===== src/rtl/jtag_host_shifter_pkg.sv =====
// rtl/jtag_host_shifter_pkg.sv - op codes, FSM states and TMS preambles for the JTAG host
package jtag_pkg;

  localparam logic [1:0] OP_RESET = 2'b00;
  localparam logic [1:0] OP_IDLE  = 2'b01;
  localparam logic [1:0] OP_IR    = 2'b10;
  localparam logic [1:0] OP_DR    = 2'b11;

  localparam logic [2:0] ST_IDLE  = 3'd0;
  localparam logic [2:0] ST_PRE   = 3'd1;
  localparam logic [2:0] ST_SHIFT = 3'd2;
  localparam logic [2:0] ST_POST  = 3'd3;
  localparam logic [2:0] ST_DONE  = 3'd4;

  // Preamble TMS patterns, bit0 driven on the first TCK.
  localparam logic [7:0] PRE_TMS_RESET = 8'b0001_1111;
  localparam logic [7:0] PRE_TMS_IR    = 8'b0000_0011;
  localparam logic [7:0] PRE_TMS_DR    = 8'b0000_0001;

  localparam logic [2:0] PRE_LEN_RESET = 3'd6;
  localparam logic [2:0] PRE_LEN_IR    = 3'd4;
  localparam logic [2:0] PRE_LEN_DR    = 3'd3;

  function automatic logic [7:0] pre_tms(input logic [1:0] op);
    case (op)
      OP_RESET: pre_tms = PRE_TMS_RESET;
      OP_IR:    pre_tms = PRE_TMS_IR;
      OP_DR:    pre_tms = PRE_TMS_DR;
      default:  pre_tms = 8'h00;
    endcase
  endfunction

  // Ticks remaining after the first preamble tick; IDLE takes its count from cmd_len.
  function automatic logic [2:0] pre_last(input logic [1:0] op);
    case (op)
      OP_RESET: pre_last = PRE_LEN_RESET - 3'd1;
      OP_IR:    pre_last = PRE_LEN_IR - 3'd1;
      OP_DR:    pre_last = PRE_LEN_DR - 3'd1;
      default:  pre_last = 3'd0;
    endcase
  endfunction

endpackage


===== src/rtl/jtag_host_shifter_tck_gen.sv =====
// rtl/jtag_host_shifter_tck_gen.sv - TCK divider with edge strobes
// Strobes flag the clk edge that is about to drive tck high or low.
module jtag_tck_gen #(
  parameter int DIV = 2
) (
  input  logic clk,
  input  logic resetb,
  input  logic en,
  output logic tck,
  output logic fall_stb,
  output logic rise_stb
);

  localparam int CW = (DIV > 1) ? $clog2(DIV) : 1;
  localparam logic [CW-1:0] CMAX = CW'(DIV - 1);

  logic [CW-1:0] cnt;
  logic          last;

  assign last     = (cnt == CMAX);
  assign rise_stb = en & last & ~tck;
  assign fall_stb = en & last & tck;

  always_ff @(posedge clk or negedge resetb) begin
    if (!resetb) begin
      cnt <= '0;
      tck <= 1'b0;
    end else if (!en) begin
      cnt <= '0;
      tck <= 1'b0;
    end else if (last) begin
      cnt <= '0;
      tck <= ~tck;
    end else begin
      cnt <= cnt + CW'(1);
    end
  end

endmodule


===== src/rtl/jtag_host_shifter.sv =====
// rtl/jtag_host_shifter.sv - JTAG host: RESET/IDLE/IR/DR commands walked from Run-Test/Idle
// tms/tdi for the next tick are loaded on the edge that drives tck low.
module jtag_host_shifter
  import jtag_pkg::*;
#(
  parameter int DATA_W = 32,
  parameter int LEN_W  = 6,
  parameter int DIV    = 2
) (
  input  logic              clk,
  input  logic              resetb,
  input  logic              cmd_valid,
  output logic              cmd_ready,
  input  logic [1:0]        cmd_op,
  input  logic [LEN_W-1:0]  cmd_len,
  input  logic [DATA_W-1:0] cmd_data,
  output logic              rsp_valid,
  output logic [DATA_W-1:0] rsp_data,
  output logic              busy,
  output logic              tck,
  output logic              tms,
  output logic              tdi,
  input  logic              tdo
);

  localparam logic [LEN_W-1:0] MAXL = LEN_W'(DATA_W - 1);

  logic [2:0]        state;
  logic              scan_q;
  logic [LEN_W-1:0]  last_q;
  logic [LEN_W-1:0]  bit_cnt;
  logic [LEN_W-1:0]  pre_left;
  logic [7:0]        pre_sr;
  logic [7:0]        pat;
  logic              post_sec;
  logic [DATA_W-1:0] data_sr;
  logic [DATA_W-1:0] cap;
  logic              en;
  logic              fall_stb;
  logic              rise_stb;
  logic              accept;

  assign cmd_ready = (state == ST_IDLE) | (state == ST_DONE);
  assign busy      = ~cmd_ready;
  assign rsp_valid = (state == ST_DONE) & scan_q;
  assign accept    = cmd_valid & cmd_ready;
  assign en        = (state == ST_PRE) | (state == ST_SHIFT) | (state == ST_POST);
  assign pat       = pre_tms(cmd_op);

  jtag_tck_gen #(.DIV(DIV)) u_tck_gen (
    .clk      (clk),
    .resetb   (resetb),
    .en       (en),
    .tck      (tck),
    .fall_stb (fall_stb),
    .rise_stb (rise_stb)
  );

  always_ff @(posedge clk or negedge resetb) begin
    if (!resetb) begin
      state    <= ST_IDLE;
      scan_q   <= 1'b0;
      last_q   <= '0;
      bit_cnt  <= '0;
      pre_left <= '0;
      pre_sr   <= '0;
      post_sec <= 1'b0;
      data_sr  <= '0;
      cap      <= '0;
      rsp_data <= '0;
      tms      <= 1'b1;
      tdi      <= 1'b0;
    end else if (accept) begin
      state    <= ST_PRE;
      scan_q   <= cmd_op[1];
      last_q   <= (cmd_len > MAXL) ? MAXL : cmd_len;
      bit_cnt  <= '0;
      post_sec <= 1'b0;
      data_sr  <= cmd_data;
      cap      <= '0;
      tms      <= pat[0];
      tdi      <= 1'b0;
      pre_sr   <= {1'b0, pat[7:1]};
      pre_left <= (cmd_op == OP_IDLE) ? cmd_len : LEN_W'(pre_last(cmd_op));
    end else begin
      case (state)
        ST_DONE: state <= ST_IDLE;
        ST_PRE: begin
          if (fall_stb) begin
            if (pre_left != '0) begin
              tms      <= pre_sr[0];
              pre_sr   <= {1'b0, pre_sr[7:1]};
              pre_left <= pre_left - LEN_W'(1);
            end else if (scan_q) begin
              state <= ST_SHIFT;
              tms   <= (last_q == '0);
              tdi   <= data_sr[0];
            end else begin
              state <= ST_DONE;
            end
          end
        end
        ST_SHIFT: begin
          if (rise_stb) begin
            cap <= cap | (DATA_W'(tdo) << bit_cnt);
          end
          if (fall_stb) begin
            if (bit_cnt == last_q) begin
              state <= ST_POST;
              tms   <= 1'b1;
            end else begin
              bit_cnt <= bit_cnt + LEN_W'(1);
              data_sr <= {1'b0, data_sr[DATA_W-1:1]};
              tdi     <= data_sr[1];
              tms     <= ((bit_cnt + LEN_W'(1)) == last_q);
            end
          end
        end
        ST_POST: begin
          // Update-xR tick first, then the Run-Test/Idle tick.
          if (fall_stb) begin
            if (!post_sec) begin
              tms      <= 1'b0;
              post_sec <= 1'b1;
            end else begin
              state    <= ST_DONE;
              tdi      <= 1'b0;
              rsp_data <= cap;
            end
          end
        end
        default: state <= ST_IDLE;
      endcase
    end
  end

endmodule

===== config.mk =====
export PLATFORM = sky130hd
export DESIGN_NAME = jtag_host_shifter
export DESIGN_NICKNAME = d
export VERILOG_FILES = /design/src/rtl/jtag_host_shifter_pkg.sv /design/src/rtl/jtag_host_shifter_tck_gen.sv /design/src/rtl/jtag_host_shifter.sv
export SDC_FILE = /design/constraint.sdc
export NUM_CORES = 1
export LEC_CHECK = 0
export BUFFER_PORTS_ARGS = -buffer_cell sky130_fd_sc_hd__buf_2
export CAP_MARGIN = 40
export CELL_PAD_IN_SITES_DETAIL_PLACEMENT = 0
export CELL_PAD_IN_SITES_GLOBAL_PLACEMENT = 1
export CORE_ASPECT_RATIO = 0.75
export CORE_UTILIZATION = 30
export DETAILED_ROUTE_END_ITERATION = 7
export MAX_ROUTING_LAYER = met4
export PLACE_DENSITY_LB_ADDON = 0.2
export REMOVE_ABC_BUFFERS = 1
export SETUP_SLACK_MARGIN = 0.2
export SLEW_MARGIN = 0
export SYNTH_ARGS = -nofsm -noshare
export SYNTH_HDL_FRONTEND = slang
export SYNTH_HIERARCHICAL = 1
export SYNTH_SLANG_ARGS = --single-unit
export TNS_END_PERCENT = 20

===== constraint.sdc =====
create_clock -name clk -period 2.6 [get_ports clk]
set_input_delay 0.26 -clock clk [delete_from_list [all_inputs] [get_ports clk]]
set_output_delay 0.26 -clock clk [all_outputs]
set_load 0.005 [all_outputs]

# Word-level counts from Yosys, hierarchy flattened
# Cells that the tools add are included.
[totals]
ff_bits = 131
inputBits = 44
out_inout_bits = 38
word_cells = 128
[op_classes]
n_addsub = 3
magnitude_cmp = 1
n_eq_ne = 21
shifts = 1
mux = 57
n_bitwise = 12
n_reduce_logical = 19
[op_table]
columns = ["op", "n"]
rows = [
  ["32-bit two-way mux", 7],
  ["6-bit two-way mux", 10],
  ["8-bit two-way mux", 4],
  ["32-bit bitwise OR", 1],
  ["1-bit by 6-bit << shifter with 32-bit output", 1],
  ["3-bit two-way mux", 8],
  ["3-bit != test (second input constant)", 8],
  ["1-bit two-way mux", 23],
  ["3-bit case mux with 3 select lines", 2],
  ["5-bit case mux with 3 select lines", 1],
  ["6-bit equality test", 2],
  ["6-bit AND reduction", 2],
  ["2-bit nonzero test", 6],
  ["8-bit AND reduction", 1],
  ["6-bit by 1-bit adder with 6-bit output (second input constant)", 1],
  ["3-bit by 2-bit equality test with 1-bit output (second input constant)", 2],
  ["6-bit by 5-bit > comparator with 1-bit output (second input constant)", 1],
  ["6-bit logical NOT", 1],
  ["1-bit case mux with 3 select lines", 2],
  ["3-bit AND reduction", 2],
  ["6-bit nonzero test", 1],
  ["6-bit by 1-bit subtractor with 6-bit output (second input constant)", 1],
  ["1-bit AND", 5],
  ["2-bit equality test (second input constant)", 2],
  ["14 further kinds", 20],
]

# Depth between registers and ports, before layout
# Gate-level depths: netlist of run 1.
[depth]
ltp_word = 8
ltp_mapped = 10
ltp_nobuf = 9

# Modules after synthesis
# The synthesis of run 1 kept the hierarchy.
[modules_own_cells]
columns = ["mod", "n_inst", "cells_each", "area_each_um2"]
rows = [
  ["jtag_host_shifter", 1, 541, 5665.4],
  ["jtag_tck_gen", 1, 8, 88.8],
]

# Worst setup path before layout of run 1
# OpenSTA, ideal clock, no wires.
[synth_path]
path_kind = "reg-to-reg"
from = "reg state[0]"
to = "reg pre_left[4]"
setup_ns = 0.122
arrival_time_ns = 2.412
t_required_ns = 2.478
slack_ns = 0.067
path_stages_with_launch = 10
n_path_buf = 1
synth_period_minus_slack_ns = 2.533
cell_sequence = "dfrtp_1 -> clkbuf_1 -> nor2_1 -> nor2_1 -> and3_2 -> nand3b_1 -> a211oi_1 -> nand2_1 -> or3_1 -> a32o_1"
[synth_lines]
columns = ["element", "line_no", "source"]
rows = [
  ["start, declared", "jtag_host_shifter.sv:28", "logic [2:0] state;"],
  ["start signal, assigned", "jtag_host_shifter.sv:61", "state <= ST_IDLE;"],
  ["start signal, assigned", "jtag_host_shifter.sv:74", "state <= ST_PRE;"],
  ["start signal, assigned", "jtag_host_shifter.sv:87", "ST_DONE: state <= ST_IDLE;"],
  ["3-bit equality test / 3-bit logical NOT (equally long branches)", "jtag_host_shifter.sv:43", "assign cmd_ready = (state == ST_IDLE) | (state == ST_DONE);"],
  ["1-bit bitwise OR *", "jtag_host_shifter.sv:43", ""],
  ["via cmd_ready", "jtag_host_shifter.sv:13", "output logic cmd_ready,"],
  ["1-bit AND *", "jtag_host_shifter.sv:46", "assign accept = cmd_valid & cmd_ready;"],
  ["2-bit nonzero test (no line)", "n/a", ""],
  ["3-bit AND reduction (no line)", "n/a", ""],
  ["end signal, assigned", "jtag_host_shifter.sv:84", "pre_left <= (cmd_op == OP_IDLE) ? cmd_len : LEN_W'(pre_last(cmd_op));"],
  ["end signal, assigned", "jtag_host_shifter.sv:93", "pre_left <= pre_left - LEN_W'(1);"],
  ["end, declared", "jtag_host_shifter.sv:32", "logic [LEN_W-1:0] pre_left;"],
]
# The timed path passes the listed nets; every way through them passes the cells marked *.
# A chain may end at the register's enable or synchronous reset.

# Worst setup path in the final report of run 1
[layout_path]
from = "reg state[0]"
to = "reg pre_left[4]"
[layout_via]
elab_chain_len = 7
[layout_lines]
columns = ["element", "line_no", "source"]
rows = [
  ["3-bit by 1-bit equality test with 1-bit output / 3-bit by 2-bit equality test with 1-bit output (equally long branches)", "jtag_host_shifter.sv:47", "assign en = (state == ST_PRE) | (state == ST_SHIFT) | (state == ST_POST);"],
  ["1-bit bitwise OR", "jtag_host_shifter.sv:47", ""],
  ["1-bit bitwise OR *", "jtag_host_shifter.sv:47", ""],
  ["via en", "jtag_host_shifter.sv:38", "logic en;"],
  ["1-bit AND * (2 in a row)", "jtag_host_shifter_tck_gen.sv:22", "assign fall_stb = en & last & tck;"],
  ["via fall_stb", "jtag_host_shifter.sv:39", "logic fall_stb;"],
  ["2-bit nonzero test (no line) *", "n/a", ""],
  ["3-bit AND reduction (no line) *", "n/a", ""],
]
# Marked as above.

==> run metrics, run 1 <==
htree depth 4; Die Span Y 122 um; Tmin final 2.27 ns; largest net degree at the start of global routing 100; io pins 82; fmax 441 MHz; Final Max Tran Viols 0; Crit. End Element flip-flop; synthesized area 0.00575 mm^2; top post-synthesis cells by area dfrtp_1 (55%), mux2_2 (6.8%), mux2i_1 (5.7%), nand2_1 (4.3%), a21oi_1 (3.9%); Area Growth Syn to Fin 26.2%; Yosys top cell area share 0.548; placeable core area 0.0186 mm^2; worst hold path depth 3; Total Power 6.80 mW; critical path startpoint category flip-flop; Yosys cell types 49; antenna violations before repair 0; Reg2Reg Launch Point state[0]; Comb power frac 0.235; total grt overflow 0; final instance area 0.00726 mm^2; post-synthesis xor/xnor area fraction 0.0183; Hold Fails Final Rpt 0; Die W 162 um; die area 0.0197 mm^2; Worst-Skew Late Latency 0.41 ns; Compound-Gate Fraction of Synth Area 0.113; PD cells 936 mW/mm^2; DRC errors left 0; adder-cell share of the synthesized area 0.00652; post-place setup slack 0.250 ns; Primary FF master, synth dfrtp_1; cells after synthesis 549; Worst Reg2Reg Path Length in Cells 8; Slew headroom 0.520; CTS root buffer clkbuf_16; Clock Power Share 0.370; clock buffer count from CTS 17; Synth Area in Simple Gates 0.153; HP Start cmd_data[24]; Leak 3.71 nW; Critical Path Start state[0]; Arr. time, crit path 2.57 ns; setup violators final 0; NetSw 2.07 mW; Final period util 0.873; P_int 4.73 mW; Synth Area per Inst 10.5 um^2; Placed Area 0.00658 mm^2; setup skew after layout 0.00756 ns; Post-synth ARST share 1.00; clk slew on worst S/H paths 0.06 ns; FP Rows 43; YS warnings 6; mux cell area share after synthesis 0.126; HPWL Detailed 9.19 mm; WL/cell 14.8 um; class of the most critical hold timing path in2reg; max_cap viols 0; status finished clean; kind of critical path reg2reg; Worst Path Required 2.90 ns; CTS tree built; nets 692; Final WS setup 0.330 ns; Clock Path Buffers 2; WL final 13.4 mm; number of diodes 0; GPL Wtd Cong 0.773; Worst Tran Pin Value 0.712 ns; RSZ-0062 raised after global routing true; share of post-route cells with drive strength above 1 0.281; Worst VDD drop 0.398 mV; Initial DRC Count 249; detailed-route via count 4244; final cell count without fillers 905; Switching Fraction 0.304; worst-path fanout max 7; vias per cell 4.69; Setup TNS Final 0 ns; part of the power in registers 0.396; synthesized flop and latch total 127; Total GRT Usage 0.153; # placed instances 868; first-pass GRT wire length 22.6 mm; antenna viol nets, final 0; drt pass-1 iters 4; Post-synth EDFFs 0; # port buffers 81; largest family of logic cells by synthesized area simple AND/OR/NAND/NOR gates; Initial Util 0.309; CTS Sinks 127; vias in the first global route 4334; sequential cell area fraction in the yosys report 0.553; Synth area leader dfrtp_1
[metal layers]
layer / global-route usage / share of wire / vias up
li1: - / - / 2107
met1: 0.212 / 0.53 / 2039
met3: 0.0392 / 0.045 / 12
met5: - / 0 / -
met4: 0.0478 / 0.0099 / 0
met2: 0.218 / 0.42 / 86
[what timing repair did]
item / in CTS / in global routing
resized for setup: 0 / 3
endpoints found under the setup margin: 0 / 44
buffers inserted: 0 / 4
hold endpoints to repair: 47 / 0
hold buffers: 1 / 0
[power groups by stage]
| stage | clock network, mW | registers (mW) | logic [mW] |
|---|---|---|---|
| finish | 2.51 | 2.69 | 1.59 |
| global route | 2.67 | 2.75 | 1.82 |
| CTS | 2.57 | 2.70 | 1.61 |
| detailed placement | 0 | 2.73 | 1.60 |
| global placement | 0 | 2.72 | 1.57 |
| floorplan | 0 | 2.69 | 1.05 |
[cells in the mapped netlist (3+ instances only)]
| cell type | n |
|---|---|
| nor3b_1 | 7 |
| nand3_1 | 12 |
| or2_2 | 3 |
| xor2_1 | 10 |
| clkbuf_1 | 28 |
| o21ai_1 | 3 |
| o211ai_1 | 5 |
| or3_1 | 3 |
| o21ai_0 | 41 |
| and3_1 | 4 |
| a31oi_1 | 4 |
| nor3_1 | 6 |
| nand2b_1 | 8 |
| nor2b_1 | 3 |
| mux2_2 | 35 |
| a21oi_1 | 45 |
| nand3b_1 | 3 |
| mux2i_1 | 33 |
| a211oi_1 | 3 |
| nand2_1 | 66 |
| inv_1 | 9 |
| dfrtp_1 | 126 |
| or4_1 | 4 |
| nor2_1 | 51 |
| ha_1 | 3 |
[registers in the layout (all words and copies together), names as in the netlist, 3 cells and up]
signal and count:
bit_cnt 6, cap 32, data_sr 32, last_q 6, pre_left 6, pre_sr 4
rsp_data 32, state 3
[critical path: stages (launching register included)]
cell and delay (ns):
dfrtp_1 0.37, nor2_1 0.07, nor2_1 0.20, and3_2 0.35, nand3b_1 0.14, a211oi_1 0.31, nand2_1 0.13, or3_1 0.31
a32o_1 0.27
[final timing paths]
kind / end / slack, ns
max: pre_left[4] / 0.33
min: data_sr[24] / 0.05
max reg2reg: pre_left[4] / 0.33
min reg2reg: cap[23] / 0.49
max in group asynchronous: pre_sr[2] / 1.42
min in group asynchronous: rsp_data[26] / 0.42
[area by class of cell]
class	count	area [um^2]
Fill cell	1857	11400
Sequential cell	127	3180
Multi-Input combinational cell	381	2420
Timing Repair Buffer	109	696
Clock buffer	22	464
Tap cell	247	309
Clock inverter	10	160
Inverter	9	33.8
[per-stage QoR]
step | hold slack, ns | utilization
final | 0.0479 | 0.390
after global routing | 0.0376 | 0.390
after CTS | 0.0301 | 0.388
after detailed placement | 0.328 | 0.353
after global placement | 0.313 | 0.353
after floorplan | -0.0356 | -
[logic make-up after synthesis]
| family | count (synthesis) |
|---|---|
| adders and majority gates | 3 |
| muxes | 68 |
| DFF | 127 |
| and+or+nand+nor | 184 |
| xor gates and xnor gates | 12 |
| AOI/OAI and AO/OA | 114 |
| buffers and inverters | 41 |
[placed cells by master (no fill, tap or decap), drive strengths merged, types with 4 or more instances in the layout]
cell type  instances
bufinv             4
buf              108
o21ai             44
inv                9
o211ai             6
clkbuf            22
nor2              51
nand3             12
mux2i             33
a21oi             45
xor2              10
and3               5
dfrtp            126
nor3               6
a31oi              4
nor3b              7
or4                5
nand2             66
nand2b             8
clkinv             5
mux2              35
Power figures use the tool's default switching activity.
==> run 2: changes to the inputs <==
--- a/config.mk
+++ b/config.mk
@@ -13,7 +13,7 @@
 export CORE_UTILIZATION = 30
 export DETAILED_ROUTE_END_ITERATION = 7
 export MAX_ROUTING_LAYER = met4
-export PLACE_DENSITY_LB_ADDON = 0.2
+export PLACE_DENSITY = 0.67
 export REMOVE_ABC_BUFFERS = 1
 export SETUP_SLACK_MARGIN = 0.2
 export SLEW_MARGIN = 0
==> run metrics, run 2 (synthesis gave the netlist of run 1 again) <==
Initial Util 0.309; worst hold path depth 3; first-pass GRT wire length 21.9 mm; post-CTS setup buffers 0; antenna viol nets, final 0; HPWL Detailed 9.17 mm; Die W 162 um; Worst-Skew Late Latency 0.42 ns; Final period util 0.849; io pins 82; antenna violations before repair 1; worst hold slack 0.0449 ns; CTS Sinks 127; Final Max Tran Viols 0; Placed Area 0.00655 mm^2; top flop regs cap x32, data_sr x32, rsp_data x32; Crit. End Element flip-flop; Hold Fails Final Rpt 0; setup skew after layout 0.00963 ns; GPL Wtd Cong 0.810; critical path startpoint category flip-flop; status finished clean; final core utilization 0.390; Worst Reg2Reg Path Length in Cells 6; vias in the first global route 4286; Area Growth Syn to Fin 26.1%; CTS root buffer clkbuf_16; most common cell after layout, fill and taps aside dfrtp_1; htree depth 4; worst-path fanout max 42; clock buffer count from CTS 17; clk slew on worst S/H paths 0.05 ns; Arr. time, crit path 2.50 ns; kind of critical path reg2reg; largest net degree at the start of global routing 68; Initial DRC Count 299; Filler cells 1861; share of post-route cells with drive strength above 1 0.278; WL/cell 14.7 um; WL final 13.2 mm; Tmin final 2.21 ns; # port buffers 81; critical path's largest stage delay 0.58 ns; commonest non-fill, non-tap cells in the layout dfrtp_1 (126), buf_2 (80), nand2_1 (66), nor2_1 (50), a21oi_1 (45); detailed-route via count 4253; RSZ-0062 raised after global routing true; final instance area 0.00726 mm^2; PD cells 971 mW/mm^2; class of the most critical hold timing path in2reg; Die Span Y 122 um; total grt overflow 0; Total GRT Usage 0.149; Worst Tran Pin Value 0.671 ns; Slew headroom 0.553; max_cap viols 0; vias per cell 4.73; nets 686; setup violators final 0; DRC errors left 0; CP cell instances xor2_1 > or4_4 > o211ai_4 > buf_12 > mux2i_1 > o21ai_0; Worst Path Required 2.89 ns; CTS tree built; die area 0.0197 mm^2; Clock Path Buffers 2; FP Rows 43; placeable core area 0.0186 mm^2; Worst VDD drop 0.380 mV; worst-path cell with the longest stage delay or4_4; Leak 3.71 nW; drt pass-1 iters 4; fmax 453 MHz
-- run 2: through the flow --
stage | cells | setup TNS, ns | setup WS [ns] | total power, mW
global route | 899 | 0 | 0.170 | 7.48
CTS | 898 | 0 | 0.363 | 7.14
detailed placement | 866 | 0 | 0.389 | 4.35
global placement | 866 | 0 | 0.463 | 4.28
finish | 899 | 0 | 0.392 | 7.05
floorplan | 517 | -349.20 | -4.50 | 3.74
-- run 2: critical path, delay by kind of cell, from the launching register on --
| kind | cells | cell delay [ns] |
|---|---|---|
| compound gates | 2 | 0.29 |
| buf+inv | 1 | 0.27 |
| flops | 1 | 0.44 |
| mux | 1 | 0.25 |
| simple gates | 1 | 0.58 |
| xor+xnor | 1 | 0.21 |
-- run 2: metal layers --
layer / GRT usage / up-vias / routed length (um)
met5: - / - / 0
met4: 0.0419 / 0 / 101
met3: 0.0514 / 11 / 894
met2: 0.207 / 114 / 5650
met1: 0.202 / 2031 / 6560
li1: - / 2097 / -
-- run 2: final timing paths --
kind                              start           end  slack, ns
max                          bit_cnt[5]    data_sr[6]       0.39
min                        cmd_data[11]   data_sr[11]       0.04
max reg2reg                  bit_cnt[5]    data_sr[6]       0.39
min reg2reg                rsp_data[26]  rsp_data[26]       0.50
max in group asynchronous        resetb  rsp_data[29]       1.34
min in group asynchronous        resetb   data_sr[13]       0.39
-- run 2: layout make-up --
type,count,area [um^2],area share
clock inverter,10,206,0.0284
inverter,9,33.8,0.00465
clock buffer,21,480,0.0662
sequential,127,3180,0.438
multi-input combinational,381,2420,0.334
timing repair buffer,103,626,0.0862
antenna,1,2.50,0.000345
tap,247,309,0.0426
-- run 2: power by group --
part           internal [mW]  switching, mW
clock                   1.89          0.857
sequential              2.40          0.289
combinational          0.681          0.928
-- run 2: what timing repair did --
action / in CTS / in global routing
setup endpoints to repair: 0 / 12
resized for setup: 0 / 2
endpoints found under the hold margin: 48 / 0
hold buffers: 1 / 0
==> run 3: changes to the inputs <==
--- a/config.mk
+++ b/config.mk
@@ -13,7 +13,7 @@
 export CORE_UTILIZATION = 30
 export DETAILED_ROUTE_END_ITERATION = 7
 export MAX_ROUTING_LAYER = met4
-export PLACE_DENSITY = 0.67
+export PLACE_DENSITY = 0.65
 export REMOVE_ABC_BUFFERS = 1
 export SETUP_SLACK_MARGIN = 0.2
 export SLEW_MARGIN = 0
==> constraint.sdc (replaced) <==
create_clock -name clk -period 2.12 [get_ports clk]
set_input_delay 0.212 -clock clk [delete_from_list [all_inputs] [get_ports clk]]
set_output_delay 0.212 -clock clk [all_outputs]
set_load 0.005 [all_outputs]
==> run metrics, run 3 (synthesis gave the netlist of run 1 again) <==
CP cell instances xor2_1 > or4_4 > o211ai_4 > buf_12 > buf_12 > mux2i_1 > o21ai_0; setup violators final 0; Placed Area 0.00672 mm^2; Leak 3.90 nW; Clock Path Buffers 2; Final Max Tran Viols 0; worst-path cell with the longest stage delay or4_4; share of post-route cells with drive strength above 1 0.344; first-pass GRT wire length 23.1 mm; detailed-route via count 4461; largest net degree at the start of global routing 62; fmax 476 MHz; most used routing layer met1; Worst Path Required 2.39 ns; class of the most critical hold timing path in2reg; Die W 162 um; Arr. time, crit path 2.37 ns; setup skew after layout 0.00679 ns; CTS Sinks 127; top flop regs cap x32, data_sr x32, rsp_data x32; nets 731; GPL Wtd Cong 0.793; met2 Resource Use GR 0.215; vias per cell 4.72; CTS tree built; vias in the first global route 4472; status finished clean; Slew headroom 0.548; PD cells 1110 mW/mm^2; htree depth 4; HP Start cmd_data[21]; Worst Tran Pin Value 0.662 ns; Reg2Reg Launch Point last_q[1]; antenna viol nets, final 0; Filler cells 1820; Worst VDD drop 0.503 mV; final instance area 0.00770 mm^2; kind of critical path reg2reg; die area 0.0197 mm^2; cell mode on critical path buf_12; Hold Fails Final Rpt 0; DRC errors left 0; delay-heaviest family, CP simple AND/OR/NAND/NOR gates; max_cap viols 0; critical path startpoint category flip-flop; io pins 82; post-place setup slack -0.0194 ns; HPWL Detailed 9.53 mm; worst-path fanout max 8; Critical Path Start last_q[1]; Setup TNS Final 0 ns; Initial DRC Count 243; placeable core area 0.0186 mm^2; Final period util 0.991; Area Growth Syn to Fin 33.9%; met1 GRT Util 0.219; clock buffer count from CTS 17; Worst-Skew Late Latency 0.41 ns; # port buffers 81; WL final 13.9 mm; commonest non-fill, non-tap cells in the layout dfrtp_1 (126), buf_2 (80), nand2_1 (64), nor2_1 (47), buf_4 (47); met3 Resource Use GR 0.0361; Die Span Y 122 um; WL/cell 14.8 um; RSZ-0062 raised after global routing true; most common cell after layout, fill and taps aside dfrtp_1; FP Rows 43; antenna violations before repair 1; critical path's largest stage delay 0.55 ns; CTS root buffer clkbuf_16; Critical path buffers and inverters 2; clk slew on worst S/H paths 0.06 ns; Total GRT Usage 0.155; Tmin final 2.10 ns; final core utilization 0.414; total grt overflow 0; Crit. End Element flip-flop; drt pass-1 iters 4; Initial Util 0.309; Final WS setup 0.0181 ns
run 3: per-layer routing:
| metal | vias to the layer above | routed length (um) |
|---|---|---|
| li1 | 2206 | - |
| met1 | 2138 | 7080 |
| met2 | 99 | 5920 |
| met3 | 18 | 742 |
| met4 | 0 | 207 |
| met5 | - | 0 |
run 3: repair_timing:
action	in CTS	in global routing
setup buffers	5	5
hold buffers	13	0
setup endpoints to repair	94	116
gates cloned	1	1
pin swaps	2	28
gates resized for setup	1	49
endpoints found under the hold margin	55	0
run 3: report_power, final:
group	internal [mW]	switching [mW]	total [mW]
sequential	2.95	0.350	3.30
combinational	1.07	1.28	2.35
clock	1.85	1.07	2.92
run 3: through the flow:
stage / hold WS [ns] / std cells / power, mW
CTS: 0.00170 / 938 / 8.47
global route: 0.000798 / 945 / 9.12
floorplan: -0.0836 / 517 / 4.58
finish: 0.0128 / 945 / 8.57
global placement: 0.260 / 887 / 5.39
detailed placement: 0.270 / 887 / 5.47
run 3: layout make-up:
type,count,area [um^2],share of cell area
antenna,1,2.50,0.000325
clock buffer,18,429,0.0557
clock inverter,14,168,0.0218
inverter,9,33.8,0.00439
multi-input combinational,381,2530,0.329
sequential,127,3180,0.413
tap,247,309,0.0401
timing repair buffer,148,1050,0.136
run 3: worst paths after layout:
| check | end | slack (ns) | cells past startpoint |
|---|---|---|---|
| worst max register to register | data_sr[6] | 0.02 | 7 |
| worst max-delay path | data_sr[6] | 0.02 | 7 |
| worst min-delay path | data_sr[21] | 0.01 | 3 |
| worst min register to register | rsp_data[14] | 0.50 | 1 |
| min in group asynchronous | data_sr[12] | 0.35 | 2 |
| max in group asynchronous | cap[20] | 1.01 | 3 |
run 3: worst register-to-register path: stages, from the launching register on:
cell and delay, ns:
dfrtp_1 0.42, xor2_1 0.16, or4_4 0.55, o211ai_4 0.21
buf_12 0.18, buf_12 0.15, mux2i_1 0.21, o21ai_0 0.09
